[src/rtl/fb_scanout.sv]
// Framebuffer scan-out: generates video timing, fetches packed 2-bit palette
// indices from a double-buffered RAM and swaps buffers only at vblank start.
module fb_scanout #(
  parameter int          H_ACTIVE   = 800,
  parameter int          H_FP       = 40,
  parameter int          H_SYNC     = 48,
  parameter int          H_BP       = 40,
  parameter int          V_ACTIVE   = 480,
  parameter int          V_FP       = 13,
  parameter int          V_SYNC     = 3,
  parameter int          V_BP       = 29,
  parameter bit          SYNC_POL   = 1'b0,
  parameter int          FB_WORDS   = H_ACTIVE * V_ACTIVE / 16,
  parameter int          ADDR_WIDTH = 16,
  parameter logic [23:0] PALETTE0   = 24'hF7F7F7,
  parameter logic [23:0] PALETTE1   = 24'h535353,
  parameter logic [23:0] PALETTE2   = 24'hDADADA,
  parameter logic [23:0] PALETTE3   = 24'h000000
) (
  input  logic                  clk_33m,
  input  logic                  rst,
  output logic [ADDR_WIDTH-1:0] rd_addr,
  input  logic [31:0]           rd_data,
  input  logic                  swap_req,
  output logic                  swap_ack,
  output logic                  front_buf,
  output logic                  vblank_start,
  output logic                  hsync,
  output logic                  vsync,
  output logic                  de,
  output logic [23:0]           rgb
);

  localparam int H_TOTAL = H_ACTIVE + H_FP + H_SYNC + H_BP;
  localparam int V_TOTAL = V_ACTIVE + V_FP + V_SYNC + V_BP;
  localparam int HW = $clog2(H_TOTAL);
  localparam int VW = $clog2(V_TOTAL);

  localparam logic [HW-1:0] H_LAST = HW'(H_TOTAL - 1);
  localparam logic [HW-1:0] H_ACT  = HW'(H_ACTIVE);
  localparam logic [HW-1:0] HS_BEG = HW'(H_ACTIVE + H_FP);
  localparam logic [HW-1:0] HS_END = HW'(H_ACTIVE + H_FP + H_SYNC);
  localparam logic [VW-1:0] V_LAST = VW'(V_TOTAL - 1);
  localparam logic [VW-1:0] V_ACT  = VW'(V_ACTIVE);
  localparam logic [VW-1:0] VS_BEG = VW'(V_ACTIVE + V_FP);
  localparam logic [VW-1:0] VS_END = VW'(V_ACTIVE + V_FP + V_SYNC);
  localparam logic [ADDR_WIDTH-1:0] FB_BASE = ADDR_WIDTH'(FB_WORDS);
  localparam logic SYNC_IDLE = !SYNC_POL;

  logic [HW-1:0]         h_cnt;
  logic [VW-1:0]         v_cnt;
  logic [ADDR_WIDTH-1:0] wptr;
  logic                  front_reg;
  logic                  pending;
  logic                  h_wrap;
  logic                  active;
  logic                  in_hs;
  logic                  in_vs;

  assign h_wrap = (h_cnt == H_LAST);
  assign active = (h_cnt < H_ACT) && (v_cnt < V_ACT);
  assign in_hs  = (h_cnt >= HS_BEG) && (h_cnt < HS_END);
  assign in_vs  = (v_cnt >= VS_BEG) && (v_cnt < VS_END);

  // Swap events are decoded straight from the counters so the painter sees
  // them, and the new front buffer, in the (h=0, v=V_ACTIVE) cycle itself.
  assign vblank_start = !rst && (h_cnt == '0) && (v_cnt == V_ACT);
  assign swap_ack     = vblank_start && (pending || swap_req);
  assign front_buf    = front_reg ^ swap_ack;

  always_ff @(posedge clk_33m) begin
    if (rst) begin
      h_cnt <= '0;
      v_cnt <= '0;
    end else if (h_wrap) begin
      h_cnt <= '0;
      v_cnt <= (v_cnt == V_LAST) ? '0 : v_cnt + 1'b1;
    end else begin
      h_cnt <= h_cnt + 1'b1;
    end
  end

  // wptr is cleared on the transition into (0,0) so it reads 0 in that cycle.
  always_ff @(posedge clk_33m) begin
    if (rst) begin
      wptr <= '0;
    end else if (h_wrap && (v_cnt == V_LAST)) begin
      wptr <= '0;
    end else if (active && (&h_cnt[3:0])) begin
      wptr <= wptr + 1'b1;
    end
  end

  always_ff @(posedge clk_33m) begin
    if (rst) begin
      rd_addr <= '0;
    end else begin
      rd_addr <= (front_buf ? FB_BASE : '0) + wptr;
    end
  end

  always_ff @(posedge clk_33m) begin
    if (rst) begin
      front_reg <= 1'b0;
      pending   <= 1'b0;
    end else if (swap_ack) begin
      front_reg <= ~front_reg;
      pending   <= 1'b0;
    end else if (swap_req) begin
      pending <= 1'b1;
    end
  end

  // Three stages carry timing flags and the pixel lane until rd_data arrives.
  logic [3:0] sel_p [3];
  logic       vld_p [3];
  logic       de_p  [3];
  logic       hs_p  [3];
  logic       vs_p  [3];

  always_ff @(posedge clk_33m) begin
    if (rst) begin
      sel_p[0] <= '0;
      vld_p[0] <= 1'b0;
      de_p[0]  <= 1'b0;
      hs_p[0]  <= 1'b0;
      vs_p[0]  <= 1'b0;
    end else begin
      sel_p[0] <= h_cnt[3:0];
      vld_p[0] <= 1'b1;
      de_p[0]  <= active;
      hs_p[0]  <= in_hs;
      vs_p[0]  <= in_vs;
    end
  end

  genvar gi;
  generate
    for (gi = 1; gi < 3; gi++) begin : g_pipe
      always_ff @(posedge clk_33m) begin
        if (rst) begin
          sel_p[gi] <= '0;
          vld_p[gi] <= 1'b0;
          de_p[gi]  <= 1'b0;
          hs_p[gi]  <= 1'b0;
          vs_p[gi]  <= 1'b0;
        end else begin
          sel_p[gi] <= sel_p[gi-1];
          vld_p[gi] <= vld_p[gi-1];
          de_p[gi]  <= de_p[gi-1];
          hs_p[gi]  <= hs_p[gi-1];
          vs_p[gi]  <= vs_p[gi-1];
        end
      end
    end
  endgenerate

  logic [1:0]  pix_idx;
  logic [23:0] pix_rgb;

  always_comb begin
    pix_idx = rd_data[{sel_p[2], 1'b0} +: 2];
    pix_rgb = PALETTE0;
    case (pix_idx)
      2'd0: pix_rgb = PALETTE0;
      2'd1: pix_rgb = PALETTE1;
      2'd2: pix_rgb = PALETTE2;
      2'd3: pix_rgb = PALETTE3;
      default: pix_rgb = PALETTE0;
    endcase
  end

  always_ff @(posedge clk_33m) begin
    if (rst) begin
      de    <= 1'b0;
      rgb   <= '0;
      hsync <= SYNC_IDLE;
      vsync <= SYNC_IDLE;
    end else begin
      de    <= vld_p[2] && de_p[2];
      rgb   <= (vld_p[2] && de_p[2]) ? pix_rgb : '0;
      hsync <= (vld_p[2] && hs_p[2]) ? SYNC_POL : SYNC_IDLE;
      vsync <= (vld_p[2] && vs_p[2]) ? SYNC_POL : SYNC_IDLE;
    end
  end

endmodule

[config.mk]
export PLATFORM = sky130hd
export DESIGN_NAME = fb_scanout
export DESIGN_NICKNAME = d
export VERILOG_FILES = /design/src/rtl/fb_scanout.sv
export SDC_FILE = /design/constraint.sdc
export NUM_CORES = 1
export LEC_CHECK = 0
export ABC_CLOCK_PERIOD_IN_PS = 3500
export CORE_MARGIN = 2
export CORE_UTILIZATION = 51
export DETAILED_ROUTE_END_ITERATION = 8
export PLACE_DENSITY = 0.8
export RECOVER_POWER = 100
export REMOVE_ABC_BUFFERS = 1
export SLEW_MARGIN = 20
export SYNTH_ARGS = -nofsm -noshare
export SYNTH_HDL_FRONTEND = slang
export SYNTH_SLANG_ARGS = --single-unit
[constraint.sdc]
create_clock -name clk_33m -period 3.5 [get_ports clk_33m]
set_input_delay 0.35 -clock clk_33m [delete_from_list [all_inputs] [get_ports clk_33m]]
set_output_delay 0.35 -clock clk_33m [all_outputs]
set_load 0.02 [all_outputs]
==> impl_metrics.py, run 1 <==
metrics = {
    "status": {
        "status": "complete, no violations",
    },
    "cts": {
        "path_clk_slew_ns": 0.08,
        "cts_hold_buf": 0,
        "clock_latency_ns": 0.35,
        "cts_buffers": 9,
        "cts_root_buf": "clkbuf_8",
        "cts_num_sinks": 86,
        "htreeDepth": 3,
        "cts_tree": "done",
        "cts.path.max_buffers": 2,
    },
    "critical_path": {
        "cp-start-kind": "flip-flop",
        "ff2ff_setup_slack_ns": 0.24,
        "max_stage_delay_ns": 0.37,
        "worst_setup_path_end_kind": "flip-flop",
        "crit_type": "flip-flop to flip-flop",
        "worstPathCellList": "inv_1, ha_1, nor4bb_4, nand4_1, nor3_2, xor2_1, buf_4, ha_1, and4_1, a221o_1, o22ai_1, xor2_1, nor2_1",
        "crit_arrival_ns": 3.49,
        "slowest_stage": "a221o_1",
        "critPathMaxFanout": 10,
        "cp.required_ns": 3.73,
    },
    "power": {
        "p_switching_w": 0.000393,
        "p_int_w": 0.00140,
        "swShare": 0.219,
        "p_seq_frac": 0.555,
        "clkPwrFrac": 0.391,
        "vdd_ir_drop_max_mv": 0.300,
        "power_density_mw_per_mm2": 369,
        "comb_power_share": 0.054,
        "p_leak_nw": 1.96,
        "power.total_w": 0.00179,
    },
    "route": {
        "dr.pass1.iters": 4,
        "first_iter_violations": 158,
        "post_drt_wl_per_cell_um": 13.5,
        "via_per_inst": 5.18,
        "finalWirelength_mm": 7.56,
        "drc": 0,
        "drtAntennaViolNets": 0,
        "vias": 2889,
    },
    "synthesis": {
        "ys_ff_latch": 86,
        "synthFlopType": "dfxtp_1",
        "synth_top_area_share": 0.438,
        "synthArstFlopShare": 0,
        "yosys.area.top_type": "dfxtp_1",
        "synthCells": 391,
        "ys_seq_area_frac": 0.438,
        "ys_warn_count": 0,
        "syn_area_mm2": 0.00393,
        "synth.most_common_cell": "dfxtp_1",
        "synth.area.top_cells": "dfxtp_1 (44%), xor2_1 (6.9%), nor2b_1 (4.6%)",
        "ys_types": 49,
        "synth_edf_count": 0,
        "synth_commonest_cells": "dfxtp_1 (86), nor2_1 (34), xor2_1 (31)",
        "syn_avg_cell_area_um2": 10.0,
    },
    "floorplan": {
        "core_area_mm2": 0.00761,
        "die_x_um": 91.8,
        "die_area_mm2": 0.00842,
        "initial_core_util": 0.516,
        "rows": 32,
        "boundaryPins": 81,
        "die_h_um": 91.8,
    },
    "sta": {
        "slew_violations": 0,
        "fin_crit_sh": 0.931,
        "skew_ns": 0.0117,
        "setup_tns_ns": 0,
        "finalSetupViolations": 0,
        "relSlewSlack": 0.497,
        "hold_viol": 0,
        "hold_ws_ns": 0.367,
        "fin_crit_ns": 3.26,
        "worstMarginPinSlew_ns": 0.748,
        "fmax_mhz": 307,
    },
    "grt": {
        "grt_pass1_wl_mm": 12.8,
        "grt_pass1_vias": 2803,
        "overflow": 0,
        "grtUsageTotal": 0.189,
        "grt_max_degree": 46,
        "antenna_found_initial": 0,
    },
    "final_layout": {
        "drive_above_1_share": 0.143,
        "area_growth_pct": 23.7,
        "fill_cells": 596,
        "final-seq-area_mm2": 0.00172,
        "multi_input_area_mm2": 0.00194,
        "antennaDiodeCount": 0,
        "fin_util": 0.639,
        "nets": 501,
        "largestRegisters": "rd_addr: 16 flops, wptr: 16 flops, sel_p: 12 flops",
        "design_area_mm2": 0.00486,
    },
    "placement": {
        "place.gp.congestion": 0.857,
        "portBuffers": 80,
        "placed_area_mm2": 0.00463,
        "hpwl_mm": 5.47,
    },
    "min_path": {
        "hp-class": "flip-flop to flip-flop",
    },
    "flow_run": {
        "cap_violations": 0,
    },
}
## worst max-delay path: cells and delay by family, from the launching register on
kind,cells,cell delay (ns)
compound gates,2,0.60
fa+ha+maj,2,0.49
simple gates,5,1.02
flops,1,0.34
xor+xnor,2,0.37
buf+inv,2,0.32
## final cells by class
class                           count  area share
Clock inverter                      6      0.0139
Clock buffer                       10      0.0283
Multi-Input combinational cell    261       0.399
Timing Repair Buffer               84       0.171
Tap cell                          102      0.0263
Sequential cell                    86       0.354
Inverter                            9     0.00695
## per-layer routing
layer  GRT usage  wire (um)  up-vias
met3      0.0624        511       12
met1       0.228       3360     1361
met4      0.0634        119        0
met5           0          0        -
met2       0.319       3570       87
li1            -          -     1429
## path summary, 6_finish.rpt
check        startpoint          end  cells past startpoint
max reg2reg    v_cnt[0]  rd_addr[13]                     13
min             vs_p[2]        vsync                      1
min reg2reg     vs_p[2]        vsync                      1
max            v_cnt[0]  rd_addr[13]                     13
## power by group through the flow
| stage | Clock (W) | Combinational [W] | Sequential (W) |
|---|---|---|---|
| 2_1_floorplan | 0 | 0.0000347 | 0.00102 |
| 3_3_place_gp | 0 | 0.0000924 | 0.00102 |
| 3_5_place_dp | 0 | 0.0000941 | 0.00102 |
| 4_1_cts | 0.000721 | 0.0000950 | 0.000995 |
| 5_1_grt | 0.000755 | 0.000106 | 0.000997 |
| 6_report | 0.000701 | 0.0000971 | 0.000995 |
## logic make-up (layout without fill, tap and decap cells)
| family | after synthesis | in the layout | share of synthesized area |
|---|---|---|---|
| fa+ha+maj | 15 | 15 | 0.0497 |
| xor+xnor | 39 | 39 | 0.0869 |
| mux | 10 | 10 | 0.0510 |
| flops | 86 | 86 | 0.438 |
| compound gates | 20 | 20 | 0.0385 |
| buf+inv | 44 | 109 | 0.0729 |
| simple gates | 177 | 177 | 0.263 |
## through the flow
stage,worst slack [ns],instances
3_5_place_dp,0.221,541
3_3_place_gp,0.317,541
5_1_grt,-0.0222,558
6_report,0.240,558
4_1_cts,0.192,557
2_1_floorplan,-0.192,356
## placed cells by master (no fill, tap or decap), types with 2 or more instances in the layout
master and instances:
a21o_1 3, a21oi_1 4, a22oi_1 3, a31oi_1 2, and2_1 3, and3_1 8, and4_1 7, buf_4 4
clkbuf_8 10, clkdlybuf4s50_1 46, clkinvlp_4 2, dfxtp_1 86, dlygate4sd3_1 34, ha_1 14, inv_1 9, inv_6 2
mux2i_1 2, mux4_2 8, nand2_1 25, nand3_1 15, nand3_2 2, nand4_1 9, nand4_2 2, nor2_1 34
nor2_2 21, nor2b_1 29, nor3_1 6, nor3_2 2, nor4_1 4, nor4_4 2, xnor2_1 8, xor2_1 31
## what timing repair did
item	in CTS	in global routing
endpoints found under the setup margin	0	2
buffers inserted	0	1
resized for setup	0	3
Note: power is estimated with default switching activity, not from simulation.
==> inputs of run 2 (changes only) <==
--- a/config.mk
+++ b/config.mk
@@ -7,12 +7,12 @@
 export LEC_CHECK = 0
 export ABC_CLOCK_PERIOD_IN_PS = 3500
 export CORE_MARGIN = 2
-export CORE_UTILIZATION = 51
+export CORE_UTILIZATION = 41
 export DETAILED_ROUTE_END_ITERATION = 8
-export PLACE_DENSITY = 0.8
+export PLACE_DENSITY = 0.66
 export RECOVER_POWER = 100
 export REMOVE_ABC_BUFFERS = 1
-export SLEW_MARGIN = 20
+export SLEW_MARGIN = 10
 export SYNTH_ARGS = -nofsm -noshare
 export SYNTH_HDL_FRONTEND = slang
 export SYNTH_SLANG_ARGS = --single-unit
==> run 2 against run 1 <==
Net effect:
- cell area is 0.31% lower
- largest cell class unchanged
- critical endpoint is now rd_addr[15]
- core utilization is 12 points lower
- highest routed layer unchanged
- clock power down 8.7%
- sequential share of layout area increased by 0.11 points
- die area rose by 23%
- clock-buffer cell count shrank 1
==> impl_metrics.py, run 2 (same netlist as run 1, synthesis figures left out) <==
metrics = {
    "status": {
        "status": "complete, no violations",
    },
    "critical_path": {
        "crit_arrival_ns": 3.46,
        "cp-start-kind": "flip-flop",
        "rr_worst_depth": 13,
        "worst_setup_path_end_kind": "flip-flop",
        "ff2ff_setup_slack_ns": 0.27,
        "critPathMaxFanout": 10,
        "r2r-start": "v_cnt[0]",
        "max_stage_delay_ns": 0.36,
        "crit_type": "flip-flop to flip-flop",
        "slowest_stage": "a221o_1",
        "cp.required_ns": 3.73,
        "r2r_end": "rd_addr[15]",
        "crit_buf_inv": 2,
        "worstPathCellList": "inv_1, ha_1, nor4bb_2, nand4_1, nor3_2, xor2_1, buf_4, ha_1, and4_1, a221o_1, o31ai_1, xor2_1, nor2_1",
        "cp_top_family": "simple AND/OR/NAND/NOR gates",
    },
    "min_path": {
        "min_from": "vs_p[2]",
        "hp-class": "flip-flop to flip-flop",
        "hold_end": "vsync",
        "min_path_cells": 1,
    },
    "final_layout": {
        "layout_common_cells": "dfxtp_1 (86), dlygate4sd3_1 (44), clkdlybuf4s50_1 (36)",
        "antennaDiodeCount": 0,
        "nets": 501,
        "drive_above_1_share": 0.136,
        "fill_cells": 881,
        "layout_commonest_cell": "dfxtp_1",
        "design_area_mm2": 0.00484,
        "largestRegisters": "rd_addr: 16 flops, wptr: 16 flops, sel_p: 12 flops",
        "final-seq-area_mm2": 0.00172,
        "area_growth_pct": 23.3,
        "multi_input_area_mm2": 0.00192,
    },
    "cts": {
        "clock_latency_ns": 0.35,
        "cts_num_sinks": 86,
        "cts_tree": "done",
        "htreeDepth": 3,
        "cts.path.max_buffers": 2,
        "cts_root_buf": "clkbuf_8",
        "path_clk_slew_ns": 0.09,
        "cts_buffers": 9,
    },
    "grt": {
        "overflow": 0,
        "grt_pass1_wl_mm": 12.7,
        "grt_max_degree": 46,
        "grtUsageTotal": 0.155,
        "antenna_found_initial": 0,
        "grt_pass1_vias": 2667,
    },
    "placement": {
        "dp_slack_ns": 0.238,
        "place.gp.congestion": 0.845,
        "placed_area_mm2": 0.00466,
        "hpwl_mm": 5.74,
        "portBuffers": 80,
    },
    "route": {
        "via_per_inst": 4.85,
        "drc": 0,
        "drtAntennaViolNets": 0,
        "finalWirelength_mm": 7.73,
        "first_iter_violations": 176,
        "vias": 2837,
        "dr.pass1.iters": 4,
        "post_drt_wl_per_cell_um": 13.2,
    },
    "sta": {
        "rsz0062_at_grt": "false",
        "fin_crit_sh": 0.923,
        "worstMarginPinSlew_ns": 0.713,
        "slew_violations": 0,
        "finalSetupViolations": 0,
        "relSlewSlack": 0.521,
        "fmax_mhz": 309,
        "hold_ws_ns": 0.373,
        "fin_crit_ns": 3.23,
        "setup_ws_ns": 0.269,
        "skew_ns": 0.0105,
        "hold_viol": 0,
    },
    "power": {
        "power_density_mw_per_mm2": 357,
        "power.total_w": 0.00173,
        "vdd_ir_drop_max_mv": 0.225,
        "p_leak_nw": 1.99,
    },
    "flow_run": {
        "cap_violations": 0,
    },
    "floorplan": {
        "die_h_um": 102,
        "die_area_mm2": 0.0104,
        "die_x_um": 102,
        "rows": 35,
        "boundaryPins": 81,
        "initial_core_util": 0.423,
        "core_area_mm2": 0.00928,
    },
}
==> run 2: layout make-up <==
type                    count  share of cell area
clock buffers               9              0.0256
clock inverters             7              0.0114
inverters                   9             0.00697
multi-input cells         261               0.396
flip-flops and latches     86               0.355
well taps                 129              0.0333
repair buffers             84               0.171
==> run 2: worst max-delay path by stage <==
stage | from | end | slack (ns) | cells after the start
after global placement | rst | rd_addr[15] | 0.31 | 12
after detailed placement | rst | rd_addr[15] | 0.24 | 12
after floorplan | v_cnt[0] | rd_addr[15] | -0.19 | 12
after CTS | v_cnt[0] | rd_addr[15] | 0.22 | 13
final | v_cnt[0] | rd_addr[15] | 0.27 | 13
after global routing | v_cnt[0] | rd_addr[14] | 0.001 | 14
==> run 2: routing by layer <==
metal  vias up  track usage  routed length [um]
li1       1426            -                   -
met1      1324        0.202                3540
met2        82        0.253                3590
met3         5       0.0486                 540
met4         0       0.0338                  59
met5         -            0                   0
==> run 2: repair_timing <==
action	CTS	global route
setup endpoints to repair	0	2
gates resized for setup	0	2
hold buffers	0	0
buffers inserted	0	1
==> run 2: power by group <==
| part | internal (W) | total [W] | switching, W |
|---|---|---|---|
| Clock | 0.000268 | 0.000640 | 0.000372 |
| Sequential | 0.000988 | 0.000996 | 0.00000753 |
| Combinational | 0.0000567 | 0.0000937 | 0.0000370 |
==> run 2: metrics by stage <==
| step | cells | util | TNS, ns |
|---|---|---|---|
| floorplan | 356 | - | -0.263 |
| global placement | 568 | 0.502 | 0 |
| detailed placement | 568 | 0.502 | 0 |
| CTS | 584 | 0.521 | 0 |
| global route | 585 | 0.522 | 0 |
| finish | 585 | 0.522 | 0 |
